## src/rtl/mem_pkg.sv

```systemverilog
// Shared op codes, FSM encoding and op helpers for the data memory access block.
package mem_pkg;

  typedef enum logic [2:0] {
    OP_LB  = 3'd0,
    OP_LBU = 3'd1,
    OP_LH  = 3'd2,
    OP_LHU = 3'd3,
    OP_LW  = 3'd4,
    OP_SB  = 3'd5,
    OP_SH  = 3'd6,
    OP_SW  = 3'd7
  } mem_op_e;

  typedef enum logic {
    S_IDLE   = 1'b0,
    S_RMW_WR = 1'b1
  } state_e;

  function automatic logic op_is_store(mem_op_e op);
    return op inside {OP_SB, OP_SH, OP_SW};
  endfunction

  function automatic logic op_is_half(mem_op_e op);
    return op inside {OP_LH, OP_LHU, OP_SH};
  endfunction

  function automatic logic op_is_word(mem_op_e op);
    return op inside {OP_LW, OP_SW};
  endfunction

endpackage

```

## src/rtl/mem_lane_align.sv

```systemverilog
// Load lane extraction/extension and store byte-lane merge, purely combinational.
module mem_lane_align
  import mem_pkg::*;
(
  input  mem_op_e     i_op,
  input  logic [1:0]  i_off,
  input  logic [31:0] i_rword,
  input  logic [31:0] i_merge,
  input  logic [31:0] i_wdata,
  output logic [31:0] o_ld,
  output logic [31:0] o_st
);

  logic [7:0]  w_byte;
  logic [15:0] w_half;

  always_comb begin
    w_byte = i_rword[{i_off, 3'b000} +: 8];
    w_half = i_off[1] ? i_rword[31:16] : i_rword[15:0];
    o_ld   = '0;
    unique case (i_op)
      OP_LB:   o_ld = {{24{w_byte[7]}}, w_byte};
      OP_LBU:  o_ld = {24'd0, w_byte};
      OP_LH:   o_ld = {{16{w_half[15]}}, w_half};
      OP_LHU:  o_ld = {16'd0, w_half};
      OP_LW:   o_ld = i_rword;
      default: o_ld = '0;
    endcase
  end

  always_comb begin
    o_st = i_merge;
    unique case (i_op)
      OP_SB: o_st[{i_off, 3'b000} +: 8] = i_wdata[7:0];
      OP_SH: begin
        if (i_off[1]) o_st[31:16] = i_wdata[15:0];
        else          o_st[15:0]  = i_wdata[15:0];
      end
      OP_SW:   o_st = i_wdata;
      default: o_st = i_merge;
    endcase
  end

endmodule

```

## src/rtl/mem_access_ctrl.sv

```systemverilog
// Data memory access controller: 1-cycle loads/SW, 2-cycle read-modify-write SB/SH.
// MEM_MISALIGN_EXC_EN enables misaligned-access flagging instead of silent alignment.
module mem_access_ctrl
  import mem_pkg::*;
#(
  parameter int MEM_AW = 10
) (
  input  logic        clk,
  input  logic        rst,
  input  logic        req,
  input  logic [2:0]  op,
  input  logic [31:0] addr,
  input  logic [31:0] wdata,
  output logic [31:0] rdata,
  output logic        stall,
  output logic        done,
  output logic        misalign,
  output logic        mem_ce,
  output logic        mem_we,
  output logic [31:0] mem_addr,
  output logic [31:0] mem_wdata,
  input  logic [31:0] mem_rdata
);

  state_e      r_state;
  state_e      w_nxt;
  logic [31:0] r_merge;
  mem_op_e     w_op;
  logic        w_mis;
  logic        w_part;
  logic        w_idle_req;
  logic        w_rmw_req;
  logic [31:0] w_ld;
  logic [31:0] w_st;

  assign w_op = mem_op_e'(op);

`ifdef MEM_MISALIGN_EXC_EN
  assign w_mis = req & ((op_is_half(w_op) & addr[0]) |
                        (op_is_word(w_op) & (|addr[1:0])));
`else
  assign w_mis = 1'b0;
`endif

  assign w_part     = req & ~w_mis & (w_op inside {OP_SB, OP_SH});
  assign w_idle_req = rst & req & (r_state == S_IDLE);
  assign w_rmw_req  = rst & req & (r_state == S_RMW_WR);

  mem_lane_align u_align (
    .i_op    (w_op),
    .i_off   (addr[1:0]),
    .i_rword (mem_rdata),
    .i_merge (r_merge),
    .i_wdata (wdata),
    .o_ld    (w_ld),
    .o_st    (w_st)
  );

  always_ff @(posedge clk or negedge rst) begin
    if (!rst) r_state <= S_IDLE;
    else      r_state <= w_nxt;
  end

  always_ff @(posedge clk or negedge rst) begin
    if (!rst)
      r_merge <= '0;
    else if (r_state == S_IDLE && w_part)
      r_merge <= mem_rdata;
  end

  always_comb begin
    w_nxt = r_state;
    unique case (r_state)
      S_IDLE:   if (w_part) w_nxt = S_RMW_WR;
      S_RMW_WR: w_nxt = S_IDLE;
      default:  w_nxt = S_IDLE;
    endcase
  end

  // rst gates every output so reset clears them without waiting for a clock
  always_comb begin
    rdata     = '0;
    stall     = 1'b0;
    done      = 1'b0;
    misalign  = 1'b0;
    mem_ce    = 1'b0;
    mem_we    = 1'b0;
    mem_wdata = '0;
    unique case (1'b1)
      w_idle_req & w_mis: begin
        misalign = 1'b1;
        done     = 1'b1;
      end
      w_idle_req & ~w_mis & ~op_is_store(w_op): begin
        mem_ce = 1'b1;
        done   = 1'b1;
        rdata  = w_ld;
      end
      w_idle_req & ~w_mis & (w_op == OP_SW): begin
        mem_ce    = 1'b1;
        mem_we    = 1'b1;
        done      = 1'b1;
        mem_wdata = wdata;
      end
      w_idle_req & w_part: begin
        mem_ce = 1'b1;
        stall  = 1'b1;
      end
      w_rmw_req: begin
        mem_ce    = 1'b1;
        mem_we    = 1'b1;
        done      = 1'b1;
        mem_wdata = w_st;
      end
      default: ;
    endcase
  end

  assign mem_addr = mem_ce ?
    {addr[31:MEM_AW+2], addr[MEM_AW+1:2], 2'b00} : '0;

endmodule

```

## config.mk

```make
export PLATFORM = sky130hd
export DESIGN_NAME = mem_access_ctrl
export DESIGN_NICKNAME = d
export VERILOG_FILES = /design/src/rtl/mem_pkg.sv /design/src/rtl/mem_lane_align.sv /design/src/rtl/mem_access_ctrl.sv
export SDC_FILE = /design/constraint.sdc
export NUM_CORES = 1
export LEC_CHECK = 0
export CORE_UTILIZATION = 38
export DETAILED_ROUTE_END_ITERATION = 7
export PLACE_DENSITY = 0.81
export SLEW_MARGIN = 15
export SYNTH_ARGS = -nofsm -noshare
export SYNTH_HDL_FRONTEND = slang
export SYNTH_SLANG_ARGS = --single-unit
```

## constraint.sdc

```tcl
create_clock -name clk -period 4.7 [get_ports clk]
set_input_delay 1.41 -clock clk [delete_from_list [all_inputs] [get_ports clk]]
set_output_delay 1.41 -clock clk [all_outputs]
set_load 0.005 [all_outputs]
```

## After elaboration in Yosys (flattened, before gate mapping)

Index checks and enable logic that the tools add are counted.

- Input bits: 102
- Logic and storage cells: 44
- Register bits: 33
- Output and inout bits: 101

- Reductions and logical operators: 7
- Muxes and demuxes: 15
- Equality and inequality tests: 7
- Bitwise operators: 9
- Shift operators: 3
- $add $sub $neg: 1

Operator list:

| operator | count |
|---|---|
| one-hot mux 32 bit (5 select lines) | 1 |
| one-hot mux 32 bit (3 select lines) | 1 |
| 2-to-1 mux 32 bit | 2 |
| one-hot mux 32 bit (2 select lines) | 1 |
| 2-to-1 mux 16 bit | 3 |
| bitwise mux 32 bit | 1 |
| variable shift 8 x 7 -> 32 bit (first input constant) | 1 |
| indexed part select 32 x 6 -> 8 bit | 1 |
| indexed part select 8 x 7 -> 32 bit | 1 |
| == test 3 bit (second input constant) | 4 |
| AND 1 bit | 7 |
| negator 5 -> 7 bit | 1 |
| == test 3 x 2 -> 1 bit (second input constant) | 2 |
| 2-to-1 mux 1 bit | 5 |
| OR reduction 4 bit | 1 |
| == test 3 x 1 -> 1 bit (second input constant) | 1 |
| logical NOT 3 bit | 1 |
| nonzero test 3 bit | 1 |
| OR reduction 3 bit | 1 |
| inverter 1 bit | 2 |
| one-hot mux 1 bit (2 select lines) | 1 |
| nonzero test 2 bit | 1 |
| OR reduction 2 bit | 1 |
| logical AND 1 bit | 1 |

## Longest topological paths before layout

Gate-level depths: netlist (run 1).

- Depth after elaboration: 7
- Depth in mapped cells: 8
- Mapped depth without buffers: 6

## Cells and area by module

Synthesis (run 1) repeated with hierarchy kept, for this count alone.

- Cell total of the unflattened synthesis: 428
- Area total of the unflattened synthesis: 3890.0 um^2

By module, submodules not included:

| module | instances | sequential area each (um^2) | area each (um^2) | cells an instance |
|---|---|---|---|---|
| mem_access_ctrl | 1 | 825.8 | 2229.6 | 195 |
| mem_lane_align | 1 | 0.0 | 1660.3 | 233 |

## Worst setup path after synthesis (run 1)

No wires, ideal clock.

- Path type: input -> output
- Start point: input port addr[1]
- End point: output port mem_wdata[20]
- Arrival time: 3.116 ns
- Buffers on the path: 2
- Stages: 8
- Setup slack: 0.174 ns
- Data required time: 3.290 ns
- Path through: buf_4 > buf_2 > inv_1 > ha_1 > nand3b_1 > o31ai_1 > a222oi_1 > a2111oi_2

- Cells in the longest elaborated chain, start to end: 5
- Elaborated cells between the ends (all ways): 7
- Those cells by class: add/sub: 1; shift: 2; mux: 4

Ends and longest elaborated chain:

| element | line | RTL |
|---|---|---|
| from (decl) | mem_access_ctrl.sv:12 | `input logic [31:0] addr,` |
| negator 5 -> 7 bit | mem_lane_align.sv:34 | `OP_SB: o_st[{i_off, 3'b000} +: 8] = i_wdata[7:0];` |
| indexed part select 8 x 7 -> 32 bit or variable shift 8 x 7 -> 32 bit (tied branches) | mem_lane_align.sv:34 |  |
| bitwise mux 32 bit | mem_lane_align.sv:34 |  |
| one-hot mux 32 bit (3 select lines) * | mem_lane_align.sv:33 | `unique case (i_op)` |
| one-hot mux 32 bit (2 select lines) * | mem_access_ctrl.sv:89 | `unique case (1'b1)` |
| to (decl) | mem_access_ctrl.sv:21 | `output logic [31:0] mem_wdata,` |

Mark *: on every way between the ends. The rest lies on a longest branch, timed or not.

## Final worst setup path (run 1)

- Start point: input port mem_rdata[7]
- End point: output port rdata[13]

- Cells in the longest elaborated chain, start to end: 3

Ends and longest elaborated chain:

| element | line | RTL |
|---|---|---|
| from (decl) | mem_access_ctrl.sv:22 | `input logic [31:0] mem_rdata` |
| indexed part select 32 x 6 -> 8 bit | mem_lane_align.sv:18 | `w_byte = i_rword[{i_off, 3'b000} +: 8];` |
| one-hot mux 32 bit (5 select lines) | mem_lane_align.sv:21 | `unique case (i_op)` |
| 2-to-1 mux 32 bit | mem_access_ctrl.sv:89 |  |
| to (decl) | mem_access_ctrl.sv:14 | `output logic [31:0] rdata,` |

Every way passes these cells.

==> summary.txt, run 1 <==
Outcome
  • Outcome: finished clean

Final layout
  • Area delta synth->final: 88.5%
  • Commonest non-fill, non-tap cell in the layout: clkdlybuf4s50_1
  • Layout cells sized above 1: 30.3%
  • Post-layout nets: 726
  • Commonest non-fill, non-tap cells in the layout: 132 x clkdlybuf4s50_1, 71 x buf_4, 40 x mux2_2, 33 x dlygate4sd2_1, 33 x dfrtp_1
  • Fillers: 581
  • Core Util, Final: 73.8%
  • # diodes: 0

Die
  • Core area: 8220 sq um
  • Rows: 33
  • Die area: 8840 sq um
  • I/O pins: 203
  • Initial Util: 39.2%
  • Die Ht: 94.0 um
  • Chip width: 94.0 um

Synth
  • Syn Area/Cell: 8.81 sq um
  • Share of the synthesized area in the top cell type: 25.7%
  • Cell variety after synth: 51
  • Sequential element share of the synthesized area: 25.7%
  • Synth area leaders: dfrtp_1 26%, mux2_2 14%, and3_1 6.2%, a222oi_1 5.3%, a21oi_1 5.0%
  • Post-Synth Adder-Cell Area: 1.94%
  • Ys async rst share: 100%
  • Seq cells post-synth: 33
  • Post-Syn Area: 3220 sq um
  • Post-Synthesis Cells: 365
  • Post-Synth XOR/XNOR Area: 0.272%
  • Mux cell area share after synthesis: 15.3%
  • EDFF count, synth: 0
  • Compound-Gate Fraction of Synth Area: 29.4%
  • Post-synth top area cell: dfrtp_1
  • Main combinational cell family by area after synthesis: compound AO/OA/AOI/OAI gates
  • Ys flop type: dfrtp_1
  • Synth Warn #: 0
  • Post-Synth Simple-Gate Area: 20.2%

STA
  • Period utilization: 99.0%
  • Slew headroom: 62.3%
  • Setup ws final: 0.0452 ns
  • TNS Setup: 0 ns
  • Unrepaired setup endpoints after global routing: true
  • Max Transition Viols Final: 0
  • Post-layout min period: 4.65 ns
  • Fmax: 215 MHz
  • Least-Margin Pin Slew: 0.566 ns
  • Final hold vios: 0
  • Final setup viols: 0
  • Fin Clk Skew: 0.00825 ns

Worst setup path
  • CP top delay family: buffers and inverters
  • Crit path top cell by count: clkdlybuf4s50_1
  • Max stage delay on crit path: 0.49 ns
  • CP cell instances: clkdlybuf4s50_1, mux4_2, buf_4, nand2_1, buf_6, a21oi_1, clkdlybuf4s50_1
  • Crit Path Max Fanout: 6
  • Worst path required time: 3.29 ns
  • Buffers & Inverters on Critical Path: 4
  • Crit Path Category: primary input to output pin
  • Crit. End Element: output pin
  • Slowest CP cell: mux4_2
  • WP data arrival: 3.24 ns
  • Critical path launch point type: primary input

Pwr
  • Cell Pwr Density: 181 nW/um^2
  • Leak: 2.95 nW
  • Peak VDD IR: 0.000142 V

Clocking
  • Max H-tree Level: 2
  • Root Driver: clkbuf_8
  • Worst-Skew Late Latency: 0.28 ns
  • CTS tree: yes
  • Register clock-pin slew on the reported worst setup and hold paths: 0.07 ns
  • CTS Buffer Depth: 2
  • Num CTS Buffers: 5
  • CTS Sinks: 33

Job
  • Max-Cap Viols: 0

Place
  • Pre-CTS setup slack: -0.633 ns
  • I/O Buffers: 199
  • Placer Congestion: 0.963
  • DP HPWL: 11,100 um

GRT
  • Largest net degree at the start of global routing: 60
  • Global-route wire length before repair: 22,100 um
  • Vias in the first global route: 4,069
  • Initial antenna violation count: 0
  • Total Routing Usage GR: 32.7%
  • GRT Residual Overflow: 0

Detailed routing
  • Drt drc: 0
  • Initial DRC count: 377
  • Pre-antenna DRT Iters: 6
  • Routed Antenna Nets: 0
  • Wire per inst: 20.8 um
  • Vias per inst: 6.03
  • Total wire length: 15,100 um
  • Vias: 4,375

Hold path
  • Hold crit path type: flip-flop to flip-flop
## flip-flops by register name, summed over array words and instances, names as in the netlist
register,flops
r_state,1
r_merge,32
## what timing repair did
| action | 4_1_cts | 5_1_grt |
|---|---|---|
| gates resized for setup | 93 | 42 |
| cloned | 1 | 0 |
| pin swaps | 17 | 14 |
| hold buffers | 0 | 0 |
| setup endpoints to repair | 65 | 35 |
| setup buffers | 9 | 6 |
## final timing paths
path,cells past startpoint,endpoint,start,slack (ns)
worst max register to register,4,r_merge[8],r_state,2.70
worst min-delay path,1,r_merge[7],r_merge[7],0.53
worst min register to register,1,r_merge[7],r_merge[7],0.53
worst max-delay path,7,rdata[13],mem_rdata[7],0.05
max in group asynchronous,2,r_merge[24],rst,3.04
min in group asynchronous,2,r_merge[3],rst,1.09
## kinds of logic (layout without fill, tap and decap cells)
kind of cell	after synthesis	after routing
mux	43	43
fa+ha+maj	5	5
simple gates	117	117
compound gates	124	125
other cells	1	3
buf+inv	41	293
flops	33	33
xor+xnor	1	1
## area by class of cell
type / instances / area, sq um / area share [%]
repair buffers: 281 / 2660 / 43.8
multi-input cells: 294 / 2350 / 38.7
flip-flops and latches: 33 / 826 / 13.6
well taps: 105 / 131 / 2.17
clock buffers: 5 / 68.8 / 1.13
clock inverters: 3 / 17.5 / 0.289
inverters: 4 / 15.0 / 0.248
## stage by stage
stage / cells / instance area, sq um / hold WS (ns) / power (mW)
6_report: 725 / 6060 / 0.531 / 1.10
5_1_grt: 725 / 6060 / 0.547 / 1.14
4_1_cts: 719 / 5920 / 0.526 / 1.07
3_5_place_dp: 701 / 5660 / 0.510 / 0.856
3_3_place_gp: 701 / 5660 / 0.493 / 0.838
2_1_floorplan: 367 / 3220 / 0.480 / 0.597
## synth_stat cells, types with 2 or more instances
cell type  count
or2_2          2
buf_6          5
inv_1          4
a21oi_1       32
o31ai_1        2
a21o_1         3
and2_1         5
nor3_1         4
a21oi_2       10
nor4bb_1       2
dfrtp_1       33
nand3_1        7
nand4_1        5
a32oi_1        5
nor2_1        12
a22o_1        10
a211oi_1      10
nor3b_2        2
nand2b_1       4
a31oi_1        2
buf_4          6
a221o_1        8
nand3b_1       2
mux2i_1        2
a222oi_1      17
buf_2         11
o21ai_0        3
o22ai_1        3
mux2_2        40
nor4_1         2
o21a_1         3
and3_1        32
ha_1           5
or3_1          2
clkbuf_1      14
nand2_1       30
a22oi_1       12
## routing by layer
| layer | vias to the layer above | wire (um) | track usage, % |
|---|---|---|---|
| li1 | 1946 | - | - |
| met1 | 2087 | 5910 | 42.5 |
| met2 | 288 | 7210 | 54.9 |
| met3 | 54 | 1400 | 4.45 |
| met4 | 0 | 544 | 12.2 |
| met5 | - | 0 | 0 |
## report_power, final
group	internal, mW	switching, mW	total [mW]
Clock	0.102	0.104	0.206
Combinational	0.269	0.193	0.462
Sequential	0.357	0.0741	0.431
(Power assumes the default switching activity.)
==> inputs of run 2 (changes only) <==
Settings changed: RECOVER_POWER set to 25.
==> summary.txt, run 2 (synthesis gave the netlist of run 1 again) <==
Outcome
  • Outcome: complete, but fails checks (was finished clean)
  • Failing checks: max-capacitance violations, max-slew violations

Final layout
  • Commonest non-fill, non-tap cells in the layout: 132 x clkdlybuf4s50_1, 68 x buf_4, 40 x mux2_2, 33 x dlygate4sd2_1, 33 x dfrtp_1 (was 132 x clkdlybuf4s50_1, 71 x buf_4, 40 x mux2_2, 33 x dlygate4sd2_1, 33 x dfrtp_1)
  • Layout cells sized above 1: 29.5% (was 30.3%)
  • Area delta synth->final: 87.9% (was 88.5%)
  • Commonest non-fill, non-tap cell in the layout: clkdlybuf4s50_1 (unchanged)
  • Max FFs per register: 32 (unchanged)
  • Biggest regs: r_merge: 32 flops, r_state: 1 flops (unchanged)
  • Post-layout nets: 726 (unchanged)
  • # diodes: 0 (unchanged)
  • Most flop-heavy register: r_merge (unchanged)

Clocking
  • Worst-Skew Late Latency: 0.28 ns (about the same)
  • Register clock-pin slew on the reported worst setup and hold paths: 0.07 ns (about the same)
  • Num CTS Buffers: 5 (unchanged)
  • Hold-fix buffers, CTS: 0 (unchanged)
  • Max H-tree Level: 2 (unchanged)
  • CTS Sinks: 33 (unchanged)
  • CTS Buffer Depth: 2 (unchanged)
  • Root Driver: clkbuf_8 (unchanged)
  • CTS tree: yes (unchanged)

Place
  • Placer Congestion: 0.963 (unchanged)
  • Pre-CTS setup slack: -0.633 ns (unchanged)
  • DP HPWL: 11,100 um (unchanged)
  • I/O Buffers: 199 (unchanged)

Die
  • I/O pins: 203 (unchanged)
  • Initial Util: 39.2% (unchanged)
  • Core area: 8220 sq um (unchanged)
  • Die area: 8840 sq um (unchanged)
  • Chip width: 94.0 um (unchanged)
  • Rows: 33 (unchanged)
  • Die Ht: 94.0 um (unchanged)

GRT
  • Vias in the first global route: 4,069 (unchanged)
  • Global-route wire length before repair: 22,100 um (unchanged)
  • Initial antenna violation count: 0 (unchanged)
  • Total Routing Usage GR: 32.7% (unchanged)
  • Largest net degree at the start of global routing: 60 (unchanged)
  • GRT Residual Overflow: 0 (unchanged)

STA
  • Final hold vios: 0 (unchanged)
  • Slew headroom: -14.6% (was 62.3%)
  • Least-Margin Pin Slew: 1.72 ns (was 0.566 ns)
  • Fin Clk Skew: 0.00690 ns (was 0.00825 ns)
  • Period utilization: 99.0% (about the same)
  • Max Transition Viols Final: 34 (was 0)
  • Post-layout min period: 4.65 ns (about the same)
  • Unrepaired setup endpoints after global routing: true (unchanged)
  • Fmax: 215 MHz (about the same)
  • Final setup viols: 0 (unchanged)
  • Fin Hold WS: 0.526 ns (was 0.531 ns)
  • Setup ws final: 0.0493 ns (was 0.0452 ns)

Pwr
  • Pwr Total: 1.10 mW (about the same)
  • Cell Pwr Density: 182 nW/um^2 (was 181 nW/um^2)
  • Peak VDD IR: 0.000142 V (about the same)
  • Seq pwr share: 39.2% (about the same)
  • Clk pwr share: 18.9% (was 18.8%)
  • Comb pwr share: 42.0% (about the same)
  • Net switching power: 0.370 mW (was 0.371 mW)
  • Leak: 2.94 nW (was 2.95 nW)
  • Sw Share: 33.7% (about the same)
  • Internal: 0.727 mW (was 0.728 mW)

Worst setup path
  • Crit. End Element: output pin (unchanged)
  • Critical path launch point type: primary input (unchanged)
  • Worst path required time: 3.29 ns (about the same)
  • Crit Path Max Fanout: 6 (unchanged)
  • R2r setup slk: 1.79 ns (was 2.70 ns)
  • Crit Path Category: primary input to output pin (unchanged)
  • WP data arrival: 3.24 ns (about the same)

Job
  • Max-Cap Viols: 1 (was 0)

Detailed routing
  • Drt drc: 0 (unchanged)
  • Vias: 4,409 (was 4,375)
  • Initial DRC count: 375 (was 377)
  • Routed Antenna Nets: 0 (unchanged)
  • Total wire length: 15,100 um (about the same)
  • Pre-antenna DRT Iters: 6 (unchanged)
  • Wire per inst: 20.8 um (about the same)
  • Vias per inst: 6.08 (was 6.03)

Hold path
  • Hold crit path type: flip-flop to flip-flop (unchanged)
-- run 2: cell types whose count changed in the layout (fill, tap and decap cells not counted), sizes merged --
cell           delta
clkbuf            +5
buf               -4
clkdlybuf4s15     -1
-- run 2: cell type report --
type,count,area [sq um]
fill,588,2170
clock buffer,5,68.8
sequential,33,826
clock inverter,3,17.5
multi-input combinational,294,2350
timing repair buffer,281,2640
inverter,4,15.0
tap,105,131
-- run 2: routing by layer --
| layer | share of wire (%) | up-vias | GRT usage [%] | wire, um |
|---|---|---|---|---|
| met5 | 0 | - | 0 | 0 |
| met4 | 3.6 | 0 | 12.2 | 545 |
| met3 | 9.7 | 56 | 4.45 | 1460 |
| met2 | 48 | 311 | 54.9 | 7190 |
| met1 | 39 | 2099 | 42.5 | 5870 |
| li1 | - | 1943 | - | - |
-- run 2: path summary, 6_finish.rpt --
kind	from	end	cells past startpoint
max reg2reg	r_state	r_merge[8]	4
min	r_merge[12]	r_merge[12]	1
max in group asynchronous	rst	r_merge[8]	2
min reg2reg	r_merge[12]	r_merge[12]	1
min in group asynchronous	rst	r_merge[3]	2
max	mem_rdata[7]	rdata[13]	7
-- run 2: metrics by stage --
stage	instances	util, %	instance area, sq um	TNS (ns)
floorplan	367	-	3220	0
CTS	719	72.0	5920	0
finish	725	73.5	6040	0
global placement	701	68.9	5660	-24.18
detailed placement	701	68.9	5660	-25.52
global route	725	73.5	6040	-0.124
-- run 2: what timing repair did --
action | 4_1_cts | 5_1_grt
setup buffers | 9 | 6
resized for setup | 93 | 42
cloned | 1 | 0
pin swaps | 17 | 14
endpoints found under the setup margin | 65 | 35
-- run 2: power by group through the flow --
| stage | logic, mW | clock network (mW) | registers, mW |
|---|---|---|---|
| floorplan | 0.208 | 0 | 0.389 |
| global placement | 0.416 | 0 | 0.422 |
| detailed placement | 0.429 | 0 | 0.427 |
| CTS | 0.445 | 0.207 | 0.422 |
| global route | 0.489 | 0.219 | 0.433 |
| finish | 0.461 | 0.207 | 0.430 |
-- run 2: worst max-delay path, stage by stage --
cell and delay (ns):
clkdlybuf4s50_1 0.43, mux4_2 0.48, buf_4 0.16, nand2_1 0.10
buf_6 0.14, a21oi_1 0.07, clkdlybuf4s50_1 0.45
==> inputs of run 3 (changes only) <==
Settings changed: ABC_CLOCK_PERIOD_IN_PS set to 4700, CTS_CLUSTER_DIAMETER set to 120, SLEW_MARGIN 15 to 5.
==> results of run 3 <==
No change in the layout: final DEF, timing and power equal those of run 2.
==> RTL edit (flow settings as in run 3) <==
The option `MEM_MISALIGN_EXC_EN` is turned on by a define.
--- a/src/rtl/mem_access_ctrl.sv
+++ b/src/rtl/mem_access_ctrl.sv
@@ -2,2 +2,4 @@
 // MEM_MISALIGN_EXC_EN enables misaligned-access flagging instead of silent alignment.
+`define MEM_MISALIGN_EXC_EN
+
 module mem_access_ctrl
Behaviour: not the same (a bounded check fails within 4 cycles, from zero or initial values and one cycle with rst low).
==> RTL edit against run 3 <==
  * The run ends with capacitance limit, slew limit, setup timing left
  * Clock skew decreased by 4.8 ps
  * Area after synthesis is 13% higher
  * Combinational power up 9.8%
  * Non-clock buffer count increased by 25
  * Synthesized cell count up 25%
  * Design area rose by 13%
  * Power rose by 3.0%
  * First-iteration DRC count decreased by 11%
  * Worst setup slack got worse by 210 ps
  * Critical path depth decreased by 1
  * Routed wire length is 13% higher
  * Global-route usage is 0.65 points higher
  * Largest cell class unchanged
  * Sequential cell count unchanged
==> RTL edit: results (changes against run 3) <==
metric	value	unit	change
port-buffer-count	200		was 199
clockBufferDepth	2		unchanged
layout_worst_path_cycle_share	103	%	was 99.0%
cap_violations	2		was 1
dpl.hpwl	12400	um	was 11100 um
setup_viol	5		was 0
track_usage	33.4	%	was 32.7%
intPower	757	uW	was 727 uW
power.leakage	0.00337	uW	was 0.00294 uW
grt_start_max_net_pins	34		was 60
layout-drive-gt1-share	28.1	%	was 29.5%
first_iter_violations	335		was 375
routedWlPerCell	19.7	um	was 20.8 um
grt_pass1_wl	26000	um	was 22100 um
dr.pass1.iters	5		was 6
num-nets-final	838		was 726
fin_ws	-164	ps	was 49.3 ps
dp_cells	826		was 701
synth_area_leaders	dfrtp_1 23%, mux2_4 12%, nand2_1 7.5%		was dfrtp_1 26%, mux2_2 14%, and3_1 6.2%
arrival	3450	ps	was 3240 ps
status	complete, but fails checks		unchanged
crit_path_top_delay_cell	clkdlybuf4s50_1		was mux4_2
vias	4954		was 4409
finalClockSkew	2.07	ps	was 6.90 ps
routabilityCongestion	0.932		was 0.963
grt_pass1_vias	4848		was 4069
drt_wl_total	17000	um	was 15100 um
hold_end	r_merge[8]		was r_merge[12]
yosysSeqAreaShare	22.8	%	was 25.7%
vdd_ir_drop_max	0.000202	V	was 0.000142 V
reg2reg_slack	2040	ps	was 1790 ps
fill_cells	693		was 588
yosys-top-cells-count	73 x nand2_1, 49 x nor2_1, 36 x a21oi_1, 33 x dfrtp_1, 29 x mux2_4		was 40 x mux2_2, 33 x dfrtp_1, 32 x a21oi_1, 32 x and3_1, 30 x nand2_1
violations	capacitance limit, slew limit, setup timing		was capacitance limit, slew limit
syn_area_per_cell	7.93	sq um	was 8.81 sq um
critPathMaxFanout	7		was 6
antenna_found_initial	0		unchanged
post-place-ws	-640	ps	was -633 ps
worst_path_largest_cell_delay	520	ps	was 480 ps
cts_buffers	5		unchanged
slew_viol_final	68		was 34
synth.distinct_cells	52		was 51
tightest_slew	1890	ps	was 1720 ps
hold_start	r_merge[8]		was r_merge[12]
r2r_cells	2		was 4
RTL edit: changes by cell type after synthesis, moves of 10 or more:
cell,delta
a21oi_2,-10
nor2_1,+37
and3_1,-27
a222oi_1,-17
o21ai_0,+15
mux2_4,+29
mux2_2,-33
nand2_1,+43
RTL edit: area by class of cell:
class                      count  area share (%)
clock inverter                 3           0.256
sequential                    33            12.1
clock buffer                   5            1.00
multi-input combinational    381            40.8
inverter                       4           0.292
tap                          129            2.36
timing repair buffer         306            43.3
RTL edit: power by group through the flow:
stage | clock, uW | sequential [uW] | combinational, uW
3_3_place_gp | 0 | 407 | 441
5_1_grt | 223 | 415 | 537
6_report | 213 | 412 | 506
3_5_place_dp | 0 | 410 | 450
2_1_floorplan | 0 | 381 | 224
4_1_cts | 211 | 405 | 499
RTL edit: stage by stage:
stage | total power, uW | setup TNS, ps | instance area, sq um | hold WS [ps]
after global routing | 1180 | -1300 | 6850 | 530
after CTS | 1120 | -591 | 6790 | 509
after global placement | 847 | -39550 | 6220 | 490
final | 1130 | -537 | 6850 | 517
after floorplan | 605 | 0 | 3630 | 479
after detailed placement | 860 | -41710 | 6220 | 492
RTL edit: how the worst max path moves through the flow:
stage | endpoint | slack [ps] | start
2_1_floorplan | rdata[21] | 340 | addr[1]
3_3_place_gp | mem_wdata[9] | -560 | addr[0]
3_5_place_dp | mem_wdata[9] | -640 | addr[0]
4_1_cts | rdata[15] | -160 | mem_rdata[23]
5_1_grt | rdata[13] | -220 | mem_rdata[23]
6_report | rdata[15] | -160 | mem_rdata[23]
RTL edit: routing by layer:
metal | share of wire (%) | GRT usage (%) | vias up | routed length [um]
li1 | - | - | 2234 | -
met1 | 37 | 38.6 | 2350 | 6350
met2 | 50 | 60.8 | 319 | 8540
met3 | 9.1 | 6.25 | 51 | 1540
met4 | 3.1 | 12.3 | 0 | 519
met5 | 0 | 0 | - | 0
RTL edit: worst max-delay path, delay by kind of cell:
kind | cells | cell delay, ps
AOI/OAI and AO/OA | 1 | 170
muxes | 2 | 360
buffers and inverters | 2 | 1020
and+or+nand+nor | 1 | 500
RTL edit: cell families (layout without fill, tap and decap cells):
logic type / Yosys count / after routing / synth area share [%]
AO/OA/AOI/OAI: 140 / 140 / 26.8
adder cells (fa/ha/maj): 5 / 5 / 1.72
other: 1 / 2 / 0.103
flip-flops: 33 / 33 / 22.8
buffers and inverters: 45 / 318 / 7.27
AND/OR/NAND/NOR: 190 / 190 / 25.0
multiplexers: 44 / 44 / 16.4
RTL edit: repair_timing:
item | in CTS | in global routing
setup endpoints to repair | 97 | 30
buffers inserted | 18 | 3
pin swaps | 16 | 4
gates resized for setup | 149 | 35
gates cloned | 6 | 0
